<file path="src/rtl/regfile_write_arbiter_if.sv">
// Register-file write arbiter bus: two write requesters (A and B) on one
// side and the registered register-file write port plus status on the other.
interface regfile_write_arbiter_if;
  logic        a_valid;
  logic [4:0]  a_reg;
  logic [31:0] a_data;
  logic        a_ready;
  logic        b_valid;
  logic [4:0]  b_reg;
  logic [31:0] b_data;
  logic        b_ready;
  logic        RegWrite;
  logic [4:0]  WriteReg;
  logic [31:0] WriteData;
  logic        init_done;
  logic [15:0] conflict_cnt;

  // Requester / observer side
  modport master (
    output a_valid, a_reg, a_data, b_valid, b_reg, b_data,
    input  a_ready, b_ready, RegWrite, WriteReg, WriteData, init_done, conflict_cnt
  );

  // Arbiter side
  modport slave (
    input  a_valid, a_reg, a_data, b_valid, b_reg, b_data,
    output a_ready, b_ready, RegWrite, WriteReg, WriteData, init_done, conflict_cnt
  );
endinterface

</file>
<file path="src/rtl/regfile_write_arbiter.sv">
// Register-file write arbiter: after reset optionally zero-sweeps registers
// 1..31, then arbitrates single-cycle writes from requesters A and B onto a
// registered write port. Writes to register 0 are accepted but dropped.
module regfile_write_arbiter #(
  parameter bit INIT_ON_RESET = 1'b1,
  parameter bit FIXED_PRIO    = 1'b0
) (
  input logic                     clk,
  input logic                     startin,
  regfile_write_arbiter_if.slave  bus
);

  typedef enum logic {ST_INIT, ST_RUN} state_t;

  localparam state_t RESET_STATE = INIT_ON_RESET ? ST_INIT : ST_RUN;

  state_t      state_q, state_d;
  logic [4:0]  ptr_q, ptr_d;
  logic        last_b_q, last_b_d;
  logic        reg_write_q, reg_write_d;
  logic [4:0]  write_reg_q, write_reg_d;
  logic [31:0] write_data_q, write_data_d;
  logic        init_done_q, init_done_d;
  logic [15:0] conflict_cnt_q, conflict_cnt_d;

  logic run_ok;
  logic a_grant;
  logic b_grant;

  // Grant decision: readies are combinational and forced low by reset or the sweep
  always_comb begin
    run_ok  = !startin && (state_q == ST_RUN);
    a_grant = run_ok && bus.a_valid &&
              (!bus.b_valid || FIXED_PRIO || last_b_q);
    b_grant = run_ok && bus.b_valid && !a_grant;
  end

  assign bus.a_ready      = a_grant;
  assign bus.b_ready      = b_grant;
  assign bus.RegWrite     = reg_write_q;
  assign bus.WriteReg     = write_reg_q;
  assign bus.WriteData    = write_data_q;
  assign bus.init_done    = init_done_q;
  assign bus.conflict_cnt = conflict_cnt_q;

  // Next-state logic: sweep writes in INIT, granted writes and conflict count in RUN
  always_comb begin
    state_d        = state_q;
    ptr_d          = ptr_q;
    last_b_d       = last_b_q;
    reg_write_d    = 1'b0;
    write_reg_d    = write_reg_q;
    write_data_d   = write_data_q;
    init_done_d    = init_done_q;
    conflict_cnt_d = conflict_cnt_q;

    if (state_q == ST_INIT) begin
      reg_write_d  = 1'b1;
      write_reg_d  = ptr_q;
      write_data_d = 32'd0;
      ptr_d        = ptr_q + 5'd1;
      if (ptr_q == 5'd31) begin
        state_d     = ST_RUN;
        init_done_d = 1'b1;
      end
    end else begin
      init_done_d = 1'b1;
      if (bus.a_valid && bus.b_valid && (conflict_cnt_q != 16'hFFFF)) begin
        conflict_cnt_d = conflict_cnt_q + 16'd1;
      end
      // A register-0 write is consumed but leaves the address/data bus untouched
      if (a_grant) begin
        last_b_d    = 1'b0;
        reg_write_d = (bus.a_reg != 5'd0);
        if (bus.a_reg != 5'd0) begin
          write_reg_d  = bus.a_reg;
          write_data_d = bus.a_data;
        end
      end else if (b_grant) begin
        last_b_d    = 1'b1;
        reg_write_d = (bus.b_reg != 5'd0);
        if (bus.b_reg != 5'd0) begin
          write_reg_d  = bus.b_reg;
          write_data_d = bus.b_data;
        end
      end
    end
  end

  // State register with synchronous reset; last grant resets to B so A wins first
  always_ff @(posedge clk) begin
    if (startin) begin
      state_q        <= RESET_STATE;
      ptr_q          <= 5'd1;
      last_b_q       <= 1'b1;
      reg_write_q    <= 1'b0;
      write_reg_q    <= 5'd0;
      write_data_q   <= 32'd0;
      init_done_q    <= 1'b0;
      conflict_cnt_q <= 16'd0;
    end else begin
      state_q        <= state_d;
      ptr_q          <= ptr_d;
      last_b_q       <= last_b_d;
      reg_write_q    <= reg_write_d;
      write_reg_q    <= write_reg_d;
      write_data_q   <= write_data_d;
      init_done_q    <= init_done_d;
      conflict_cnt_q <= conflict_cnt_d;
    end
  end

endmodule

</file>
<file path="src/flat_wrapper.sv">
// flat-port wrapper written by rule: the top's interface ports become plain ports
module regfile_write_arbiter_flat 
#(
  parameter bit INIT_ON_RESET = 1'b1,
  parameter bit FIXED_PRIO    = 1'b0
)
  (clk, startin, bus_a_valid, bus_a_reg, bus_a_data, bus_b_valid, bus_b_reg, bus_b_data, bus_a_ready, bus_b_ready, bus_RegWrite, bus_WriteReg, bus_WriteData, bus_init_done, bus_conflict_cnt);
  regfile_write_arbiter_if bus_i ();
  input logic clk;
  input logic startin;
  input wire logic [$bits(bus_i.a_valid)-1:0] bus_a_valid;
  input wire logic [$bits(bus_i.a_reg)-1:0] bus_a_reg;
  input wire logic [$bits(bus_i.a_data)-1:0] bus_a_data;
  input wire logic [$bits(bus_i.b_valid)-1:0] bus_b_valid;
  input wire logic [$bits(bus_i.b_reg)-1:0] bus_b_reg;
  input wire logic [$bits(bus_i.b_data)-1:0] bus_b_data;
  output wire logic [$bits(bus_i.a_ready)-1:0] bus_a_ready;
  output wire logic [$bits(bus_i.b_ready)-1:0] bus_b_ready;
  output wire logic [$bits(bus_i.RegWrite)-1:0] bus_RegWrite;
  output wire logic [$bits(bus_i.WriteReg)-1:0] bus_WriteReg;
  output wire logic [$bits(bus_i.WriteData)-1:0] bus_WriteData;
  output wire logic [$bits(bus_i.init_done)-1:0] bus_init_done;
  output wire logic [$bits(bus_i.conflict_cnt)-1:0] bus_conflict_cnt;
  assign bus_i.a_valid = bus_a_valid;
  assign bus_i.a_reg = bus_a_reg;
  assign bus_i.a_data = bus_a_data;
  assign bus_i.b_valid = bus_b_valid;
  assign bus_i.b_reg = bus_b_reg;
  assign bus_i.b_data = bus_b_data;
  assign bus_a_ready = bus_i.a_ready;
  assign bus_b_ready = bus_i.b_ready;
  assign bus_RegWrite = bus_i.RegWrite;
  assign bus_WriteReg = bus_i.WriteReg;
  assign bus_WriteData = bus_i.WriteData;
  assign bus_init_done = bus_i.init_done;
  assign bus_conflict_cnt = bus_i.conflict_cnt;
  regfile_write_arbiter #(.INIT_ON_RESET(INIT_ON_RESET), .FIXED_PRIO(FIXED_PRIO)) u_core (.clk(clk), .startin(startin), .bus(bus_i));
endmodule
</file>
<file path="config.mk">
export PLATFORM = sky130hd
export DESIGN_NAME = regfile_write_arbiter_flat
export DESIGN_NICKNAME = d
export VERILOG_FILES = /design/src/rtl/regfile_write_arbiter_if.sv /design/src/rtl/regfile_write_arbiter.sv /design/src/flat_wrapper.sv
export SDC_FILE = /design/constraint.sdc
export NUM_CORES = 1
export LEC_CHECK = 0
export ABC_AREA = 1
export ABC_CLOCK_PERIOD_IN_PS = 1700
export CORE_ASPECT_RATIO = 1.1
export CORE_MARGIN = 1
export CORE_UTILIZATION = 39
export CTS_CLUSTER_DIAMETER = 40
export DETAILED_ROUTE_END_ITERATION = 16
export MAX_ROUTING_LAYER = met4
export PLACE_DENSITY = 0.74
export SLEW_MARGIN = 30
export SYNTH_ARGS = -nofsm -noshare
export SYNTH_HDL_FRONTEND = slang
export SYNTH_SLANG_ARGS = --single-unit
</file>
<file path="constraint.sdc">
create_clock -name clk -period 1.7 [get_ports clk]
set_input_delay 0.255 -clock clk [delete_from_list [all_inputs] [get_ports clk]]
set_output_delay 0.255 -clock clk [all_outputs]
set_load 0.005 [all_outputs]
</file>
# --- Word level (Yosys, flattened, before mapping) ---
# Cells that the tools add are included.
totals:
  latchBits: 0
  output_inout_bits: 57
  word_cells: 56
  n_memories: 0
  rom_bits: 0
  ff_bits: 62
  inputBits: 78
  ramBits: 0
op_classes:
  n_mul: 0
  eq_ne: 6
  shifts: 0
  n_reduce_logical: 21
  div_mod_pow: 0
  addsub: 2
  order_cmp: 0
  mux: 18
  bitwise: 1
ops:
  columns: ["operator", "count"]
  rows:
  - ["32-bit two-way mux", 4]
  - ["5-bit two-way mux", 5]
  - ["16-bit by 1-bit adder with 16-bit output (second input constant)", 1]
  - ["16-bit inequality test (second input constant)", 1]
  - ["5-bit nonzero test", 2]
  - ["1-bit two-way mux", 9]
  - ["3-bit inequality test (second input constant)", 3]
  - ["1-bit logical AND", 7]
  - ["3-bit AND reduction", 2]
  - ["2-bit nonzero test", 3]
  - ["5-bit by 1-bit adder with 5-bit output (second input constant)", 1]
  - ["5-bit equality test (second input constant)", 1]
  - ["2-bit AND reduction", 2]
  - ["1-bit zero test", 3]
  - ["2-bit by 1-bit inequality test with 1-bit output (second input constant)", 1]
  - ["2-bit OR reduction", 1]
  - ["1-bit logical OR", 1]
  - ["1-bit inverter", 1]

# --- Depth between registers and ports, before layout ---
# Gate-level depths: netlist of run 1.
depth:
  word_depth: 9
  depth_mapped: 10
  ltp_nobuf: 10

# --- Worst setup path before layout of run 1 ---
# Ideal clock, no wire load.
synth_timing:
  path_kind: "flip-flop to flip-flop"
  from: "register u_core.conflict_cnt_q[0] (netlist: u_core.bus.conflict_cnt[0])"
  to: "register u_core.conflict_cnt_q[0] (netlist: u_core.bus.conflict_cnt[0])"
  path_buffers: 1
  path_stages_with_launch: 10
  t_arrival_ns: 1.419
  period_less_slack_ns: 1.535
  path_slack_ns: 0.165
  required_ns: 1.584
  setup_time_ns: 0.116
  cell_sequence: "dfxtp_1 > ha_1 > nand3_1 > nor2_1 > nand2_1 > nor2_1 > nor2_2 > buf_4 > nor2_1 > nor2_1"
synth_via:
  elab_chain_cells: 3
  elab_cells_between_ends: 4
  cone_classes: "1 x add/sub; 1 x eq/ne; 2 x reduce/logical"
synth_lines:
  columns: ["item", "line_no", "rtl"]
  rows:
  - ["start, declared", "regfile_write_arbiter.sv:24", "logic [15:0] conflict_cnt_q, conflict_cnt_d;"]
  - ["start signal, assigned", "regfile_write_arbiter.sv:109", "conflict_cnt_q <= conflict_cnt_d;"]
  - ["parallel branches: the longest is 3 deep, another holds 16-bit by 1-bit adder with 16-bit output", null, null]
# Parallel ways; which one is timed is not known.
# A chain may end at the register's enable or synchronous reset.

# --- Final worst setup path of run 1 ---
layout_timing:
  from: "register u_core.state_q"
  to: "output bus_b_ready"
layout_via:
  elab_chain_cells: 5
  elab_cells_between_ends: 6
  cone_classes: "6 x reduce/logical"
layout_lines:
  columns: ["item", "line_no", "rtl"]
  rows:
  - ["start, declared", "regfile_write_arbiter.sv:17", "state_t state_q, state_d;"]
  - ["start signal, assigned", "regfile_write_arbiter.sv:102", "state_q <= state_d;"]
  - ["1-bit logical AND (*)", "regfile_write_arbiter.sv:32", "run_ok = !startin && (state_q == ST_RUN);"]
  - ["1-bit logical AND (2 in series)", "regfile_write_arbiter.sv:33", "a_grant = run_ok && bus.a_valid &&"]
  - ["1-bit zero test", "regfile_write_arbiter.sv:35", "b_grant = run_ok && bus.b_valid && !a_grant;"]
  - ["1-bit logical AND (*)", "regfile_write_arbiter.sv:35", null]
  - ["end, declared", "flat_wrapper.sv:18", "output wire logic [$bits(bus_i.b_ready)-1:0] bus_b_ready;"]
# Every way passes the cells marked *; elsewhere a longest branch is shown, timed or not.

==> results of run 1 <==
-- power breakdown --
group          total, mW  switching [mW]  leakage (nW)  internal (mW)
sequential          1.48         0.00912         0.502           1.47
clock               1.30           0.551         0.106          0.750
combinational      0.304          0.0989          1.57          0.205
total               3.08           0.659          2.18           2.42
-- critical path, cell delays in order, from the launching register on --
cell and delay [ns]:
dfxtp_4 0.38, inv_2 0.05, nor2_4 0.12, nand3_4 0.09, nand2_2 0.09, inv_1 0.05
dlygate4sd2_1 0.25
-- how the worst min path moves through the flow --
stage                                              end  slack (ns)
final                     u_core.ptr_q[3]$_SDFFE_PP0N_        0.46
after global routing      u_core.ptr_q[3]$_SDFFE_PP0N_        0.49
after CTS                 u_core.ptr_q[3]$_SDFFE_PP0N_        0.45
after detailed placement  u_core.ptr_q[3]$_SDFFE_PP0N_        0.44
after global placement    u_core.ptr_q[3]$_SDFFE_PP0N_        0.44
after floorplan           u_core.ptr_q[3]$_SDFFE_PP0N_        0.42
-- synth_stat cells, types with 2 or more instances --
library cell and n:
dfxtp_1 62, o21ai_1 7, nor2_4 3, nand3_2 3
buf_2 4, ha_1 3, xnor2_1 5, clkbuf_1 7
nand2_1 182, nor2_1 104, a21oi_1 15, o21ai_0 29
xor2_1 3, nand3_1 20, inv_2 2, buf_6 2
buf_4 9, nand4_1 7, nor3_1 4, inv_1 24
-- registers in the layout, summed over array words and instances, names as in the netlist --
name and count:
u_core.bus.RegWrite 1, u_core.bus.WriteData 32, u_core.bus.WriteReg 5, u_core.bus.conflict_cnt 16
u_core.bus.init_done 1, u_core.last_b_q 1, u_core.ptr_q 5, u_core.state_q 1
-- routing by layer --
layer | part of all wire (%) | vias to the layer above | global-route usage (%) | wire, µm
li1 | - | 1889 | - | -
met1 | 42 | 1609 | 27.1 | 3860
met2 | 49 | 126 | 38.6 | 4500
met3 | 7.0 | 21 | 7.42 | 649
met4 | 2.3 | 0 | 8.81 | 216
met5 | 0 | - | - | 0
-- area by class of cell --
| type | instances | share of cell area, % |
|---|---|---|
| multi-input combinational | 389 | 33.8 |
| timing repair buffer | 173 | 33.0 |
| sequential | 62 | 24.5 |
| clock buffer | 12 | 3.05 |
| tap | 108 | 2.65 |
| inverter | 28 | 2.14 |
| clock inverter | 4 | 0.885 |
-- stage by stage --
| step | utilization [%] | cell area, µm² | power [mW] |
|---|---|---|---|
| 6_report | 64.3 | 5090 | 3.08 |
| 5_1_grt | 64.3 | 5090 | 3.23 |
| 4_1_cts | 64.0 | 5070 | 3.11 |
| 3_5_place_dp | 60.9 | 4820 | 1.81 |
| 3_3_place_gp | 60.9 | 4820 | 1.81 |
| 2_1_floorplan | - | 3190 | 1.59 |
-- cell families after synthesis --
group,Yosys count,synth area share (%)
adder cells (fa/ha/maj),3,1.18
flip-flops,62,38.9
XOR/XNOR,8,2.20
AO/OA/AOI/OAI,52,8.28
AND/OR/NAND/NOR,326,41.6
buffers and inverters,51,7.81
-- repair_timing --
item                       CTS  global route
buffers inserted             5             1
hold endpoints to repair     0             0
pin swaps                    2             0
setup endpoints to repair    2            21
gates resized for setup     11             3
hold buffers                 0             0
==> impl_metrics.ini, run 1 <==
[setup_path]
reg2reg_slack_ns = 0.13
critPathArrivalTime_ns = 1.37
crit_end = bus_b_ready
worstPathMaxFanout = 5
reg2regPathDepth = 10
crit_type = reg -> out
required_ns = 1.44
worstReg2RegEnd = u_core.bus.WriteData[18]$_SDFFE_PP0P_
startpoint_type = flip-flop
rr_startpoint = u_core.state_q$_SDFF_PP0_
end_kind = primary output
startpoint = u_core.state_q$_SDFF_PP0_

[placement]
place_hpwl_mm = 7.06
preCtsSetupSlack_ns = -0.335
place.gp.congestion = 0.834
place_inst = 754
portBuffers = 134

[clocking]
clk_path_buf_depth = 2
worstSkewPairLatency_ns = 0.33
cts_buffers = 9
cts.sinks = 62
clk_pin_slew_worst_paths_ns = 0.07
htreeDepth = 3
cts_root_buf = clkbuf_8
tritoncts = done

[final_layout]
seq_area_um2 = 1250
mostFrequentLayoutCell = nand2_1
multiInputGateArea_um2 = 1720
nFillCells = 724
antenna_cells = 0
fin_nets = 744
area_growth_pct = 59.7
stdcell_count = 776
drive_above_1_share_pct = 11.1
final_cell_mix = nand2_1, clkdlybuf4s50_1, nor2_1

[yosys]
synthCells = 502
ys_ff_latch = 62
synth_nets = 583
syn_area_per_cell_um2 = 6.35
synth_edf_count = 0
yosysTopAreaCell = dfxtp_1
synthFlopType = dfxtp_1
synth-seq-area-share_pct = 38.9
netlist.area_leader.share_pct = 38.9
async_flop_share_pct = 0
synth_area_um2 = 3190
ys_warn_count = 0
ys_types = 27
synth.area.top_cells = dfxtp_1, nand2_1, nor2_1, o21ai_0, nand3_1

[global_routing]
antenna_found_initial = 0
grt-ovfl-total = 0
grt_pass1_vias = 3550
grt_pass1_wl_mm = 15.8
grt_max_degree = 35
grt_usage_pct = 23.8

[sta]
fin_crit_sh_pct = 95.5
max_slew.worst_pin.slew_ns = 0.299
relSlewSlack_pct = 80.0
setup_slack_ns = 0.0763
finalMaxSlewViolations = 0
clock.fmax_mhz = 616
hold_viol_final = 0
fin_worst_skew_ns = 0.00671
final.min_clock_period_ns = 1.62
timing.setup.tns_ns = 0
hold_slack_ns = 0.460
finalSetupViolCount = 0
rsz0062_at_grt = true

[drt]
vias = 3645
vias_per_cell = 4.70
first_pass_iters = 4
ant_nets = 0
wl_per_cell_um = 11.9
drtIter0Drc = 119
finalWirelength_mm = 9.22
drcViolationCount = 0

[min_path]
worstHoldStart = u_core.ptr_q[3]$_SDFFE_PP0N_
min_path_cells = 1
hold_class = reg -> reg

[floorplanning]
die_y_um = 96.8
fp.dieArea_um2 = 8540
fp.coreArea_um2 = 7910
start_util_pct = 40.3
dieWidth_um = 88.2
ios = 135
rows = 34

[pwr]
worst_ir_drop_vdd_mv = 0.348
powerDensity_nw_per_um2 = 605
static-leakage-power_nw = 2.18

[outcome]
status = complete, no violations

[flow_run]
drv_cap = 0
(Power assumes the default switching activity.)
==> run 2, diff against run 1 <==
Settings changed: ABC_CLOCK_PERIOD_IN_PS 1700 to 1800.
Clock period 1.7 ns to 1.8 ns, I/O delays scaled along.
==> impl_metrics.ini, run 2 (synthesis results as in run 1) <==
[outcome]
status = complete, no violations

[pwr]
intPower_mw = 2.24
p_seq_share_pct = 48.7
worst_ir_drop_vdd_mv = 0.342
static-leakage-power_nw = 2.14
p_switching_mw = 0.618
comb_power_share_pct = 10.0
clock_power_share_pct = 41.3
switching_share_pct = 21.6
powerDensity_nw_per_um2 = 572

[floorplanning]
ios = 135
fp.coreArea_um2 = 7910
rows = 34
dieWidth_um = 88.2
fp.dieArea_um2 = 8540
start_util_pct = 40.3
die_y_um = 96.8

[drt]
ant_nets = 0
wl_per_cell_um = 11.8
first_pass_iters = 4
drcViolationCount = 0
drtIter0Drc = 131
finalWirelength_mm = 9.03
vias_per_cell = 4.72
vias = 3607

[global_routing]
grt-ovfl-total = 0
antenna_found_initial = 0
grt_pass1_wl_mm = 15.4
grt_pass1_vias = 3496
grt_max_degree = 35
grt_usage_pct = 23.3

[setup_path]
worstPathMaxFanout = 5
startpoint_type = flip-flop
required_ns = 1.53
end_kind = primary output
crit_type = reg -> out
critPathArrivalTime_ns = 1.35

[sta]
finalSetupViolCount = 0
max_slew.worst_pin.slew_ns = 0.293
hold_slack_ns = 0.447
setup_slack_ns = 0.183
rsz0062_at_grt = false
fin_crit_sh_pct = 89.8
finalMaxSlewViolations = 0
hold_viol_final = 0
relSlewSlack_pct = 80.5
final.min_clock_period_ns = 1.62
fin_worst_skew_ns = 0.0102
clock.fmax_mhz = 618

[clocking]
tritoncts = done
cts_root_buf = clkbuf_8
worstSkewPairLatency_ns = 0.33
cts_buffers = 9
clk_path_buf_depth = 2
cts.sinks = 62
ctsHoldBuffers = 0
htreeDepth = 3
clk_pin_slew_worst_paths_ns = 0.07

[final_layout]
mostFrequentLayoutCell = nand2_1
drive_above_1_share_pct = 9.13
largest_reg_flops = 32
seq_area_um2 = 1240
multiInputGateArea_um2 = 1700
antenna_cells = 0
fin_nets = 734
stdcell_count = 765
area_growth_pct = 56.9
final_cell_mix = nand2_1, clkdlybuf4s50_1, nor2_1
nFillCells = 747
post-route-util_pct = 63.2

[min_path]
hold_class = reg -> reg

[placement]
place_hpwl_mm = 6.98
place.gp.congestion = 0.836
preCtsSetupSlack_ns = -0.305
place_inst = 746
portBuffers = 134

[flow_run]
drv_cap = 0
-- run 2: timing repair --
item / in CTS / in global routing
buffers inserted: 4 / 0
endpoints found under the setup margin: 2 / 1
resized for setup: 8 / 1
pin swaps: 2 / 0
-- run 2: cell type report --
| class | count | area share [%] |
|---|---|---|
| sequential | 62 | 24.9 |
| clock inverter | 4 | 0.951 |
| tap | 108 | 2.70 |
| multi-input combinational | 389 | 34.0 |
| inverter | 28 | 2.18 |
| timing repair buffer | 163 | 32.4 |
| clock buffer | 11 | 2.83 |
-- run 2: path summary, 6_finish.rpt --
| check | start | endpoint | slack, ns | cells after the start |
|---|---|---|---|---|
| setup / recovery | u_core.state_q$_SDFF_PP0_ | bus_b_ready | 0.18 | 6 |
| hold / removal | u_core.ptr_q[3]$_SDFFE_PP0N_ | u_core.ptr_q[3]$_SDFFE_PP0N_ | 0.45 | 1 |
| setup reg to reg | u_core.bus.conflict_cnt[1]$_SDFFE_PP0P_ | u_core.bus.conflict_cnt[0]$_SDFFE_PP0P_ | 0.20 | 9 |
| hold reg to reg | u_core.ptr_q[3]$_SDFFE_PP0N_ | u_core.ptr_q[3]$_SDFFE_PP0N_ | 0.45 | 1 |
-- run 2: through the flow --
stage / setup TNS, ns / area, µm² / power [mW]
final: 0 / 5000 / 2.86
after global routing: 0 / 5000 / 2.99
after CTS: 0 / 5000 / 2.90
after detailed placement: -8.15 / 4770 / 1.71
after global placement: -5.80 / 4770 / 1.71
after floorplan: 0 / 3190 / 1.50
-- run 2: power by group through the flow --
stage / sequential (mW) / combinational [mW] / clock [mW]
2_1_floorplan: 1.42 / 0.0773 / 0
3_3_place_gp: 1.42 / 0.285 / 0
3_5_place_dp: 1.42 / 0.289 / 0
4_1_cts: 1.39 / 0.288 / 1.21
5_1_grt: 1.39 / 0.316 / 1.28
6_report: 1.39 / 0.287 / 1.18
-- run 2: worst max-delay path, stage by stage (launching register included) --
cell,delay (ns)
dfxtp_4,0.38
inv_2,0.06
nor2_4,0.09
nand3_2,0.09
nand2_1,0.10
inv_1,0.05
dlygate4sd2_1,0.26
-- run 2: layer usage --
layer	share of wire, %	track usage, %	vias to the layer above
li1	-	-	1865
met4	2.0	8.19	0
met1	41	27.0	1604
met5	0	-	-
met3	7.7	7.42	14
met2	50	37.4	124
==> run 3, diff against run 2 <==
Settings changed: ABC_CLOCK_PERIOD_IN_PS 1800 to 2020.
Clock period 1.8 ns to 2.02 ns, I/O delays scaled along.
==> impl_metrics.ini, run 3 (synthesis results as in run 1) <==
[clocking]
tritoncts = done
cts_buffers = 9
ctsHoldBuffers = 0
clk_path_buf_depth = 2
clk_pin_slew_worst_paths_ns = 0.06
cts.sinks = 62
cts_root_buf = clkbuf_8
htreeDepth = 3
worstSkewPairLatency_ns = 0.35

[drt]
vias = 3585
finalWirelength_mm = 9.11
vias_per_cell = 4.77
drcViolationCount = 0
first_pass_iters = 4
ant_nets = 0
drtIter0Drc = 140
wl_per_cell_um = 12.1

[final_layout]
nFillCells = 771
post-route-util_pct = 61.4
antenna_cells = 0
area_growth_pct = 52.6
drive_above_1_share_pct = 7.45
fin_nets = 722
mostFrequentLayoutCell = nand2_1
multiInputGateArea_um2 = 1700
final_cell_mix = nand2_1, clkdlybuf4s50_1, nor2_1
largest_reg_flops = 32
seq_area_um2 = 1240

[pwr]
comb_power_share_pct = 10.6
powerDensity_nw_per_um2 = 497
p_seq_share_pct = 51.4
switching_share_pct = 22.8
p_switching_mw = 0.552
static-leakage-power_nw = 2.04
worst_ir_drop_vdd_mv = 0.277
clock_power_share_pct = 38.1
intPower_mw = 1.87

[outcome]
status = complete, no violations

[setup_path]
worstPathMaxFanout = 11
end_kind = primary output
rr_startpoint = u_core.bus.conflict_cnt[0]$_SDFFE_PP0P_
startpoint_type = flip-flop
startpoint = u_core.state_q$_SDFF_PP0_
required_ns = 1.72
crit_type = reg -> out
reg2regPathDepth = 8
critPathArrivalTime_ns = 1.61

[global_routing]
antenna_found_initial = 0
grt_pass1_wl_mm = 15.3
grt_usage_pct = 23.2
grt-ovfl-total = 0
grt_pass1_vias = 3412
grt_max_degree = 39

[placement]
portBuffers = 134
preCtsSetupSlack_ns = -0.0870
place_hpwl_mm = 7.03
place.gp.congestion = 0.844

[sta]
clock.fmax_mhz = 522
final.min_clock_period_ns = 1.92
max_slew.worst_pin.slew_ns = 0.308
finalMaxSlewViolations = 0
finalSetupViolCount = 0
hold_viol_final = 0
setup_slack_ns = 0.103
rsz0062_at_grt = false
fin_worst_skew_ns = 0.0126
fin_crit_sh_pct = 94.9
relSlewSlack_pct = 79.5

[floorplanning]
dieWidth_um = 88.2
ios = 135
fp.dieArea_um2 = 8540
rows = 34
fp.coreArea_um2 = 7910
start_util_pct = 40.3
die_y_um = 96.8

[flow_run]
drv_cap = 0

[min_path]
hold_class = in -> reg
min_path_cells = 5
worstHoldStart = bus_b_valid
==> run 3: changes by cell type in the layout (fill, tap and decap cells not counted) <==
cell             change
buf_4               -10
buf_12               -2
clkdlybuf4s50_1      +2
dlygate4sd2_1        -2
bufinv_16            -1
clkbuf_1             -1
clkinvlp_4           +1
inv_2                -1
inv_4                +1
==> run 3: final cells by class <==
cell class,instances,share of cell area [%]
well taps,108,2.78
flip-flops and latches,62,25.6
repair buffers,151,31.0
clock buffers,10,2.83
inverters,28,2.29
clock inverters,4,0.515
multi-input cells,389,35.0
==> run 3: timing repair <==
| item | in CTS | in global routing |
|---|---|---|
| buffers inserted | 0 | 0 |
| pin swaps | 0 | 0 |
| endpoints found under the setup margin | 2 | 2 |
| resized for setup | 4 | 5 |
==> run 3: final timing paths <==
| check | to | slack (ns) |
|---|---|---|
| setup / recovery | bus_b_ready | 0.10 |
| hold reg to reg | u_core.ptr_q[3]$_SDFFE_PP0N_ | 0.45 |
| setup reg to reg | u_core.bus.conflict_cnt[4]$_SDFFE_PP0P_ | 0.26 |
| hold / removal | u_core.last_b_q$_SDFFE_PP1P_ | 0.43 |
==> run 3: worst max-delay path, stage by stage (launching register included) <==
cell	delay [ns]
dfxtp_4	0.37
inv_4	0.14
nor2_4	0.05
nand3_2	0.07
nand2_1	0.08
inv_1	0.07
clkdlybuf4s50_1	0.50
==> run 3: layer usage <==
metal  vias to the layer above  track usage [%]  routed length [µm]
met4                         0             7.94                 238
met2                       129             37.8                4470
met1                      1595             27.0                3810
li1                       1840                -                   -
met5                         -                -                   0
met3                        21             6.40                 589
==> run 3: power by group through the flow <==
stage	Clock [mW]	Sequential, mW	Combinational (mW)
after floorplan	0	1.27	0.0689
after global routing	1.01	1.24	0.278
final	0.920	1.24	0.255
after detailed placement	0	1.27	0.256
after CTS	0.944	1.24	0.256
after global placement	0	1.27	0.253
==> run 3: metrics by stage <==
stage                     cell area, µm²  setup TNS [ns]  hold slack, ns  total power [mW]  instances
after floorplan                     3190               0           0.422              1.34        502
after global placement              4690         -0.0533           0.434              1.52        738
after detailed placement            4690           -1.18           0.441              1.53        738
after CTS                           4850               0           0.451              2.44        752
after global routing                4860               0           0.458              2.53        752
final                               4860               0           0.432              2.42        752
